==> config.mk <==
export PLATFORM = sky130hd
export DESIGN_NAME = pixel_stream_tx_flat
export DESIGN_NICKNAME = d
export VERILOG_FILES = /design/src/rtl/pixel_stream_tx_if.sv /design/src/rtl/pixel_stream_tx.sv /design/src/flat_wrapper.sv
export SDC_FILE = /design/constraint.sdc
export NUM_CORES = 1
export LEC_CHECK = 0
export BUFFER_PORTS_ARGS = -buffer_cell sky130_fd_sc_hd__buf_2
export CORE_ASPECT_RATIO = 0.5
export CORE_UTILIZATION = 50
export DETAILED_ROUTE_END_ITERATION = 6
export PLACE_DENSITY = 0.71
export SETUP_SLACK_MARGIN = 0.3
export SYNTH_ARGS = -nofsm -noshare
export SYNTH_HDL_FRONTEND = slang
export SYNTH_SLANG_ARGS = --single-unit
==> constraint.sdc <==
create_clock -name clk -period 6.2 [get_ports clk]
set_input_delay 0.93 -clock clk [delete_from_list [all_inputs] [get_ports clk]]
set_output_delay 0.93 -clock clk [all_outputs]
set_load 0.05 [all_outputs]
==> src/rtl/pixel_stream_tx_if.sv <==
// Bundle of the frame request, frame RAM read port and tagged stream output
// of the pixel stream source. The master side is the source itself.
interface pixel_stream_tx_if #(
   parameter int ADDR_WIDTH = 19,
   parameter int DATA_WIDTH = 10
);
   logic                  start;
   logic [9:0]            image_width;
   logic [9:0]            image_height;
   logic [ADDR_WIDTH-1:0] mem_addr;
   logic [7:0]            mem_rdata;
   logic                  refresh;
   logic [DATA_WIDTH-1:0] data_out;
   logic                  busy;
   logic                  done;

   modport master (
      input  start, image_width, image_height, mem_rdata,
      output mem_addr, refresh, data_out, busy, done
   );

   modport slave (
      output start, image_width, image_height, mem_rdata,
      input  mem_addr, refresh, data_out, busy, done
   );
endinterface

==> src/rtl/pixel_stream_tx.sv <==
// Frame-to-stream source: reads a WxH 8-bit image from a synchronous frame RAM
// in raster order and emits refresh, tagged pixel words, flush words and one
// end-of-frame word into the filter chain. No backpressure.
module pixel_stream_tx #(
   parameter int                     TAG_WIDTH    = 2,
   parameter logic [TAG_WIDTH-1:0]   INVALID_TAG  = 2'd0,
   parameter logic [TAG_WIDTH-1:0]   DATA_TAG0    = 2'd1,
   parameter logic [TAG_WIDTH-1:0]   DATA_TAG1    = 2'd2,
   parameter logic [TAG_WIDTH-1:0]   DATA_END_TAG = 2'd3,
   parameter int                     DATA_WIDTH   = 8 + TAG_WIDTH,
   parameter int                     ADDR_WIDTH   = 19,
   parameter int                     FLUSH_LINES  = 4
) (
   input  logic               clk,
   input  logic               rst,
   pixel_stream_tx_if.master  bus
);

   typedef enum logic [2:0] {
      S_IDLE,
      S_REFRESH,
      S_STREAM,
      S_FLUSH,
      S_END
   } state_t;

   state_t                state_q, state_d;
   logic [9:0]            w_q, w_d, h_q, h_d;
   logic [9:0]            col_q, col_d, row_q, row_d;
   logic [ADDR_WIDTH-1:0] addr_q, addr_d;
   // Tag of the address being issued, and the same tag one cycle later
   // (aligned with the RAM read data).
   logic [TAG_WIDTH-1:0]  tag_a_q, tag_a_d, tag_b_q;
   logic [DATA_WIDTH-1:0] data_q, data_d;
   // Remaining FLUSH cycles; two extra cycles cover the read pipeline.
   logic [15:0]           flush_q, flush_d;
   logic                  accept;
   logic                  last_pix;

   assign accept   = bus.start && (bus.image_width != 10'd0) && (bus.image_height != 10'd0);
   assign last_pix = (col_q == w_q - 10'd1) && (row_q == h_q - 10'd1);

   // Next-state, counter and pipeline logic for the frame sequencer.
   // NOTE: every signal driven here gets a default first, so no path leaves a
   // value unassigned and no latch is inferred.
   always_comb begin
      state_d = state_q;
      w_d     = w_q;
      h_d     = h_q;
      col_d   = col_q;
      row_d   = row_q;
      addr_d  = addr_q;
      tag_a_d = INVALID_TAG;
      flush_d = flush_q;

      case (state_q)
         S_IDLE: begin
            if (accept) begin
               w_d     = bus.image_width;
               h_d     = bus.image_height;
               col_d   = '0;
               row_d   = '0;
               addr_d  = '0;
               state_d = S_REFRESH;
            end
         end
         S_REFRESH: begin
            tag_a_d = DATA_TAG1;
            state_d = S_STREAM;
         end
         S_STREAM: begin
            if (last_pix) begin
               flush_d = 16'(FLUSH_LINES) * {6'd0, w_q} + 16'd1;
               state_d = S_FLUSH;
            end else begin
               addr_d = addr_q + 1'b1;
               if (col_q == w_q - 10'd1) begin
                  col_d   = '0;
                  row_d   = row_q + 10'd1;
                  tag_a_d = DATA_TAG1;
               end else begin
                  col_d   = col_q + 10'd1;
                  tag_a_d = DATA_TAG0;
               end
            end
         end
         S_FLUSH: begin
            if (flush_q == 16'd0) state_d = S_END;
            else                  flush_d = flush_q - 16'd1;
         end
         S_END: begin
            state_d = S_IDLE;
         end
         default: state_d = S_IDLE;
      endcase
   end

   // Output word: END word and idle zeros override the pipelined tag/pixel.
   always_comb begin
      data_d = (tag_b_q == INVALID_TAG) ? {tag_b_q, 8'h00} : {tag_b_q, bus.mem_rdata};
      if (state_d == S_END)       data_d = {DATA_END_TAG, 8'h00};
      else if (state_d == S_IDLE) data_d = '0;
   end

   // State, counters, address and output registers with synchronous reset.
   // NOTE: sequential state uses non-blocking assignments so every register
   // samples pre-edge values regardless of statement order.
   always_ff @(posedge clk) begin
      if (rst) begin
         state_q <= S_IDLE;
         w_q     <= '0;
         h_q     <= '0;
         col_q   <= '0;
         row_q   <= '0;
         addr_q  <= '0;
         tag_a_q <= INVALID_TAG;
         tag_b_q <= INVALID_TAG;
         data_q  <= '0;
         flush_q <= '0;
      end else begin
         state_q <= state_d;
         w_q     <= w_d;
         h_q     <= h_d;
         col_q   <= col_d;
         row_q   <= row_d;
         addr_q  <= addr_d;
         tag_a_q <= tag_a_d;
         tag_b_q <= tag_a_q;
         data_q  <= data_d;
         flush_q <= flush_d;
      end
   end

   assign bus.mem_addr = addr_q;
   assign bus.data_out = data_q;
   assign bus.refresh  = (state_q == S_REFRESH);
   assign bus.busy     = (state_q != S_IDLE);
   assign bus.done     = (state_q == S_END);

endmodule

==> src/flat_wrapper.sv <==
// flat-port wrapper written by rule: the top's interface ports become plain ports
module pixel_stream_tx_flat 
#(
   parameter int                     TAG_WIDTH    = 2,
   parameter logic [TAG_WIDTH-1:0]   INVALID_TAG  = 2'd0,
   parameter logic [TAG_WIDTH-1:0]   DATA_TAG0    = 2'd1,
   parameter logic [TAG_WIDTH-1:0]   DATA_TAG1    = 2'd2,
   parameter logic [TAG_WIDTH-1:0]   DATA_END_TAG = 2'd3,
   parameter int                     DATA_WIDTH   = 8 + TAG_WIDTH,
   parameter int                     ADDR_WIDTH   = 19,
   parameter int                     FLUSH_LINES  = 4
)
  (clk, rst, bus_start, bus_image_width, bus_image_height, bus_mem_rdata, bus_mem_addr, bus_refresh, bus_data_out, bus_busy, bus_done);
  pixel_stream_tx_if #(.ADDR_WIDTH(ADDR_WIDTH), .DATA_WIDTH(DATA_WIDTH)) bus_i ();
  input  logic clk;
  input  logic rst;
  input wire logic [$bits(bus_i.start)-1:0] bus_start;
  input wire logic [$bits(bus_i.image_width)-1:0] bus_image_width;
  input wire logic [$bits(bus_i.image_height)-1:0] bus_image_height;
  input wire logic [$bits(bus_i.mem_rdata)-1:0] bus_mem_rdata;
  output wire logic [$bits(bus_i.mem_addr)-1:0] bus_mem_addr;
  output wire logic [$bits(bus_i.refresh)-1:0] bus_refresh;
  output wire logic [$bits(bus_i.data_out)-1:0] bus_data_out;
  output wire logic [$bits(bus_i.busy)-1:0] bus_busy;
  output wire logic [$bits(bus_i.done)-1:0] bus_done;
  assign bus_i.start = bus_start;
  assign bus_i.image_width = bus_image_width;
  assign bus_i.image_height = bus_image_height;
  assign bus_i.mem_rdata = bus_mem_rdata;
  assign bus_mem_addr = bus_i.mem_addr;
  assign bus_refresh = bus_i.refresh;
  assign bus_data_out = bus_i.data_out;
  assign bus_busy = bus_i.busy;
  assign bus_done = bus_i.done;
  pixel_stream_tx #(.TAG_WIDTH(TAG_WIDTH), .INVALID_TAG(INVALID_TAG), .DATA_TAG0(DATA_TAG0), .DATA_TAG1(DATA_TAG1), .DATA_END_TAG(DATA_END_TAG), .DATA_WIDTH(DATA_WIDTH), .ADDR_WIDTH(ADDR_WIDTH), .FLUSH_LINES(FLUSH_LINES)) u_core (.clk(clk), .rst(rst), .bus(bus_i));
endmodule
== Yosys cells after proc, flatten, opt, wreduce, memory -nomap -nowiden ==
Index checks and enable logic that the tools add are counted.

* Register bits after elaboration: 92

* Eq/ne operators: 12
* Reduce and logical (&&, ||, !) cells: 17
* Add/subtract/negate cells: 7
* Muxes and demuxes: 23

{| class="wikitable"
|+ Operators by type and width
! cell !! number
|-
| 10-bit two-way mux || 7
|-
| 10-bit case mux with 2 select lines || 2
|-
| 19-bit two-way mux || 2
|-
| 19-bit case mux with 2 select lines || 1
|-
| 16-bit two-way mux || 2
|-
| 16-bit case mux with 2 select lines || 1
|-
| 10-bit by 1-bit adder with 10-bit output (second input constant) || 2
|-
| 10-bit equality test || 2
|-
| 10-bit nonzero test || 2
|-
| 10-bit by 1-bit subtractor with 10-bit output (second input constant) || 2
|-
| 19-bit by 1-bit adder with 19-bit output (second input constant) || 1
|-
| 16-bit zero test || 1
|-
| 16-bit by 1-bit subtractor with 16-bit output (second input constant) || 1
|-
| 12-bit by 1-bit adder with 13-bit output (second input constant) || 1
|-
| 3-bit case mux with 4 select lines || 1
|-
| 3-bit two-way mux || 3
|-
| 8-bit two-way mux || 1
|-
| 3-bit by 2-bit equality test with 1-bit output (second input constant) || 2
|-
| 3-bit equality test (second input constant) || 2
|-
| 3-bit zero test || 2
|-
| 2-bit by 1-bit != test with 1-bit output (second input constant) || 3
|-
| 3-bit AND reduction || 2
|-
| 2-bit two-way mux || 2
|-
| 2-bit != test (second input constant) || 2
|-
| 9 further kinds || 12
|}

== Longest topological paths before layout ==
* Word-level depth: 8
* Gate-level depth with buffers: 12
* Gate-level depth less buffers: 10

== Worst setup path after synthesis ==
OpenSTA, ideal clock, no wires.

* Kind: input to register
* Start: input port bus_image_width[6]
* End: register u_core.addr_q[6], in the netlist u_core.bus.mem_addr[6]
* Path slack: 3.336 ns
* Stages: 10
* Arrival: 2.737 ns
* Buffers on the path: 2
* Required time: 6.072 ns
* Library setup time: 0.128 ns
* Cell sequence: nor4_1 a311oi_1 nand2_1 clkinv_1 a21oi_1 clkbuf_1 clkbuf_1 nor3_1 xnor2_1 nor2_1

* Word-level cells in the longest chain between the ends: 5

{| class="wikitable"
|+ RTL lines
! item !! RTL line !! source
|-
| start, declared || flat_wrapper.sv:18 || <nowiki>input wire logic [$bits(bus_i.image_width)-1:0] bus_image_width;</nowiki>
|-
| 10-bit nonzero test || pixel_stream_tx.sv:40 || <nowiki>assign accept = bus.start && (bus.image_width != 10'd0) && (bus.image_height != 10'd0);</nowiki>
|-
| 1-bit logical AND (2 in series) || pixel_stream_tx.sv:40 ||
|-
| 2-bit by 1-bit != test with 1-bit output (no source line) || n/a ||
|-
| 3-bit AND reduction (no source line) || n/a ||
|-
| end signal, assigned || pixel_stream_tx.sv:126 || <nowiki>addr_q <= addr_d;</nowiki>
|-
| end, declared || pixel_stream_tx.sv:30 || <nowiki>logic [ADDR_WIDTH-1:0] addr_q, addr_d;</nowiki>
|}

No other way between the ends.
A chain may end at the register's enable or synchronous reset.

== Final worst setup path ==
* Start: register u_core.h_q[0]
* End: register u_core.flush_q[15]

* Word-level cells in the longest chain between the ends: 5

{| class="wikitable"
|+ RTL lines
! item !! RTL line !! source
|-
| start, declared || pixel_stream_tx.sv:28 || <nowiki>logic [9:0] w_q, w_d, h_q, h_d;</nowiki>
|-
| start signal, assigned || pixel_stream_tx.sv:112 || <nowiki>h_q <= '0;</nowiki>
|-
| start signal, assigned || pixel_stream_tx.sv:123 || <nowiki>h_q <= h_d;</nowiki>
|-
| 10-bit by 1-bit subtractor with 10-bit output || pixel_stream_tx.sv:41 || <nowiki>assign last_pix = (col_q == w_q - 10'd1) && (row_q == h_q - 10'd1);</nowiki>
|-
| 10-bit equality test || pixel_stream_tx.sv:41 ||
|-
| 1-bit logical AND || pixel_stream_tx.sv:41 ||
|-
| 2-bit by 1-bit != test with 1-bit output (no source line) || n/a ||
|-
| 3-bit AND reduction (no source line) || n/a ||
|-
| end signal, assigned || pixel_stream_tx.sv:130 || <nowiki>flush_q <= flush_d;</nowiki>
|-
| end, declared || pixel_stream_tx.sv:36 || <nowiki>logic [15:0] flush_q, flush_d;</nowiki>
|}

No other way between the ends.

==> results by group <==
Outcome
  • Status: finished, violations left
  • Failing checks: DRC

Route
  • Wire per inst: 14.6 um
  • Initial drt markers: 325
  • Vias/cell: 5.69
  • Routed Antenna Nets: 0
  • Detailed-route DRC error count: 2
  • Drt pass-1 iters: 7
  • Total wire length: 10700 um
  • Vias: 4156

Power and ir drop
  • LEAKAGE: 0.00212 uW
  • VDD IR max: 0.121 mV
  • Power per cell area: 251 nW/um^2

Critical path
  • Startpoint types: flop
  • Crit Path Max Fanout: 21
  • Setup crit end kind: flop
  • Critical Path RT: 6.47 ns
  • Data arrival, critical path: 3.86 ns
  • Critical path type: reg2reg

Clock network
  • CTS tree: built
  • Post-cts resize count: 0
  • Root Buffer Master: clkbuf_16
  • CTS sink count: 92
  • H-tree depth: 3
  • Post CTS Setup Buffer Count: 0
  • Clk pin slew, worst setup/hold paths: 0.07 ns
  • Clk_lat worst skew: 0.34 ns
  • Clock Path Buffers: 2
  • Num CTS Buffers: 9
  • CTS Hold Bufs: 0

STA
  • Fin crit share: 0.579
  • Setup TNS: 0 ns
  • Slew Limit Fails: 0
  • Highest clock rate: 278 MHz
  • Relative slew slack: 0.415
  • Final critical-path required period: 3.59 ns
  • # setup viols final: 0
  • Worst-Margin Slew: 0.875 ns
  • RSZ-0062 raised after global routing: no
  • Clk_skew: 0.00528 ns
  • WHS: 0.444 ns
  • Final-report hold violation count: 0

Synthesis
  • Synth area leaders: dfxtp_1 (39%), nor2_1 (6.5%), xnor2_1 (5.8%)
  • Sequential share of the synthesized area: 0.393
  • Flops & latches, synth: 92
  • Syn Std Cell Area: 4690 um^2
  • Ys Warns: 0
  • Synth unique cells: 62
  • Synth async-reset ratio: 0
  • Avg Synthesized Cell Area: 8.40 um^2
  • Number of synthesized flops with an enable pin: 0
  • Cells after synthesis: 558
  • Top-area cell type share of the netlist area: 0.393
  • Main flop type after synthesis: dfxtp_1
  • Syn Nets: 595
  • Yosys top cell by area: dfxtp_1

Layout
  • Final #Nets: 645
  • Ant. Diodes: 0
  • Layout cells sized above 1: 0.157
  • Area grow syn2layout: 14.6%
  • Design area: 5370 um^2
  • Final cell count without fillers: 730

Floorplanning
  • Top-level port count: 63
  • Die X: 139 um
  • Total die area: 9790 um^2
  • DIE HEIGHT: 70.5 um
  • Row count: 24
  • Initial Utilization: 0.527
  • Core ar.: 8890 um^2

Placement
  • Quantity of I/O buffers inserted on ports: 62
  • Post-detail-place hpwl: 7360 um
  • Post-Place Cells: 714
  • Placed Area: 5070 um^2
  • GP Congestion: 0.825

Job
  • Max-Cap Viols: 0

Global routing
  • Largest net degree at the start of global routing: 55
  • Overflow after GRT: 0
  • Vias in the first global route: 3750
  • First-pass GRT wire length: 18300 um
  • Gr usage total: 0.232
  • Initial antenna violation count: 0

Min path
  • HP Class: reg2reg
## registers in the layout (all words and copies together), names as in the netlist
name                 flops
u_core.bus.mem_addr     19
u_core.flush_q          16
u_core.bus.data_out     10
u_core.col_q            10
u_core.h_q              10
u_core.row_q            10
u_core.w_q              10
u_core.state_q           3
u_core.tag_a_q           2
u_core.tag_b_q           2
## cells in the mapped netlist, types with 7 or more instances
master and number:
inv_1 8, nand3_1 12, nor4_1 16, o31ai_1 7
o21ai_0 30, xor2_1 14, or3_1 13, a21oi_1 38
nor2b_1 8, nor3_1 16, nand2_1 32, nand4_1 7
and2_1 10, nor2_1 81, clkbuf_1 24, nand2b_1 7
xnor2_1 31, mux2i_1 23, dfxtp_1 92
## worst paths after layout
path                                startpoint  slack, ns                         endpoint  cells after the start
setup / recovery    u_core.h_q[0]$_SDFFE_PP0P_       2.61  u_core.flush_q[15]$_SDFFE_PP0P_                     10
hold / removal    u_core.tag_a_q[1]$_SDFF_PP0_       0.44     u_core.tag_b_q[1]$_SDFF_PP0_                      1
setup reg to reg    u_core.h_q[0]$_SDFFE_PP0P_       2.61  u_core.flush_q[15]$_SDFFE_PP0P_                     10
hold reg to reg   u_core.tag_a_q[1]$_SDFF_PP0_       0.44     u_core.tag_b_q[1]$_SDFF_PP0_                      1
## cells in the final DEF, fill, tap and decap left out, types with 7 or more instances in the layout
| master | instances |
|---|---|
| o21ai_0 | 30 |
| inv_1 | 8 |
| o31ai_1 | 7 |
| a21oi_1 | 38 |
| dfxtp_1 | 92 |
| buf_2 | 62 |
| xor2_1 | 14 |
| or3_1 | 13 |
| and2_1 | 10 |
| nor3_1 | 16 |
| nor2b_1 | 8 |
| nand2b_1 | 7 |
| nand2_1 | 32 |
| nand3_1 | 12 |
| xnor2_1 | 31 |
| mux2i_1 | 23 |
| nand4_1 | 7 |
| clkbuf_16 | 9 |
| nor4_1 | 15 |
| nor2_1 | 81 |
## power by group
part           leakage [uW]  switching, uW  total (uW)  internal (uW)
Clock              0.000150            239         554            315
Sequential         0.000745           20.8         626            605
Combinational       0.00122            105         171           66.6
## layout make-up
type                            count  area, um^2
Tap cell                          117         146
Clock buffer                        9         225
Fill cell                         807        3510
Inverter                            9        33.8
Timing Repair Buffer               67         348
Sequential cell                    92        1840
Clock inverter                      7        75.1
Multi-Input combinational cell    429        2700
## per-stage QoR
step | utilization | setup slack (ns) | power, uW
floorplan | - | 3.34 | 763
global placement | 0.571 | 2.77 | 805
detailed placement | 0.571 | 2.65 | 810
CTS | 0.605 | 2.62 | 1360
global route | 0.605 | 2.33 | 1410
finish | 0.605 | 2.61 | 1350
## routing by layer
layer  GRT usage  wire length (um)  part of all wire  vias up
met5           0                 0                 0        -
met2       0.359              4560              0.43       88
met3      0.0583               453             0.042       11
li1            -                 -                 -     2104
met1       0.323              5570              0.52     1953
met4      0.0543                95            0.0089        0
## critical path: stages (launching register included)
cell and delay (ns):
dfxtp_1 0.41, inv_1 0.06, ha_1 0.27, nor2b_1 0.19
a2111oi_0 0.40, nor4_1 0.15, a2111oi_2 0.43, nor4b_4 0.63
nor2_2 0.30, or4_1 0.54, a21oi_1 0.15
## kinds of logic (layout without fill, tap and decap cells)
logic type      count (synthesis)  count (layout)  synth area share
mux                            23              23            0.0491
fa+ha+maj                       6               6            0.0160
xor+xnor                       45              45            0.0841
flops                          92              92             0.393
compound gates                107             107             0.144
simple gates                  248             248             0.283
buf+inv                        37              92            0.0318
Note: power is estimated with default switching activity, not from simulation.
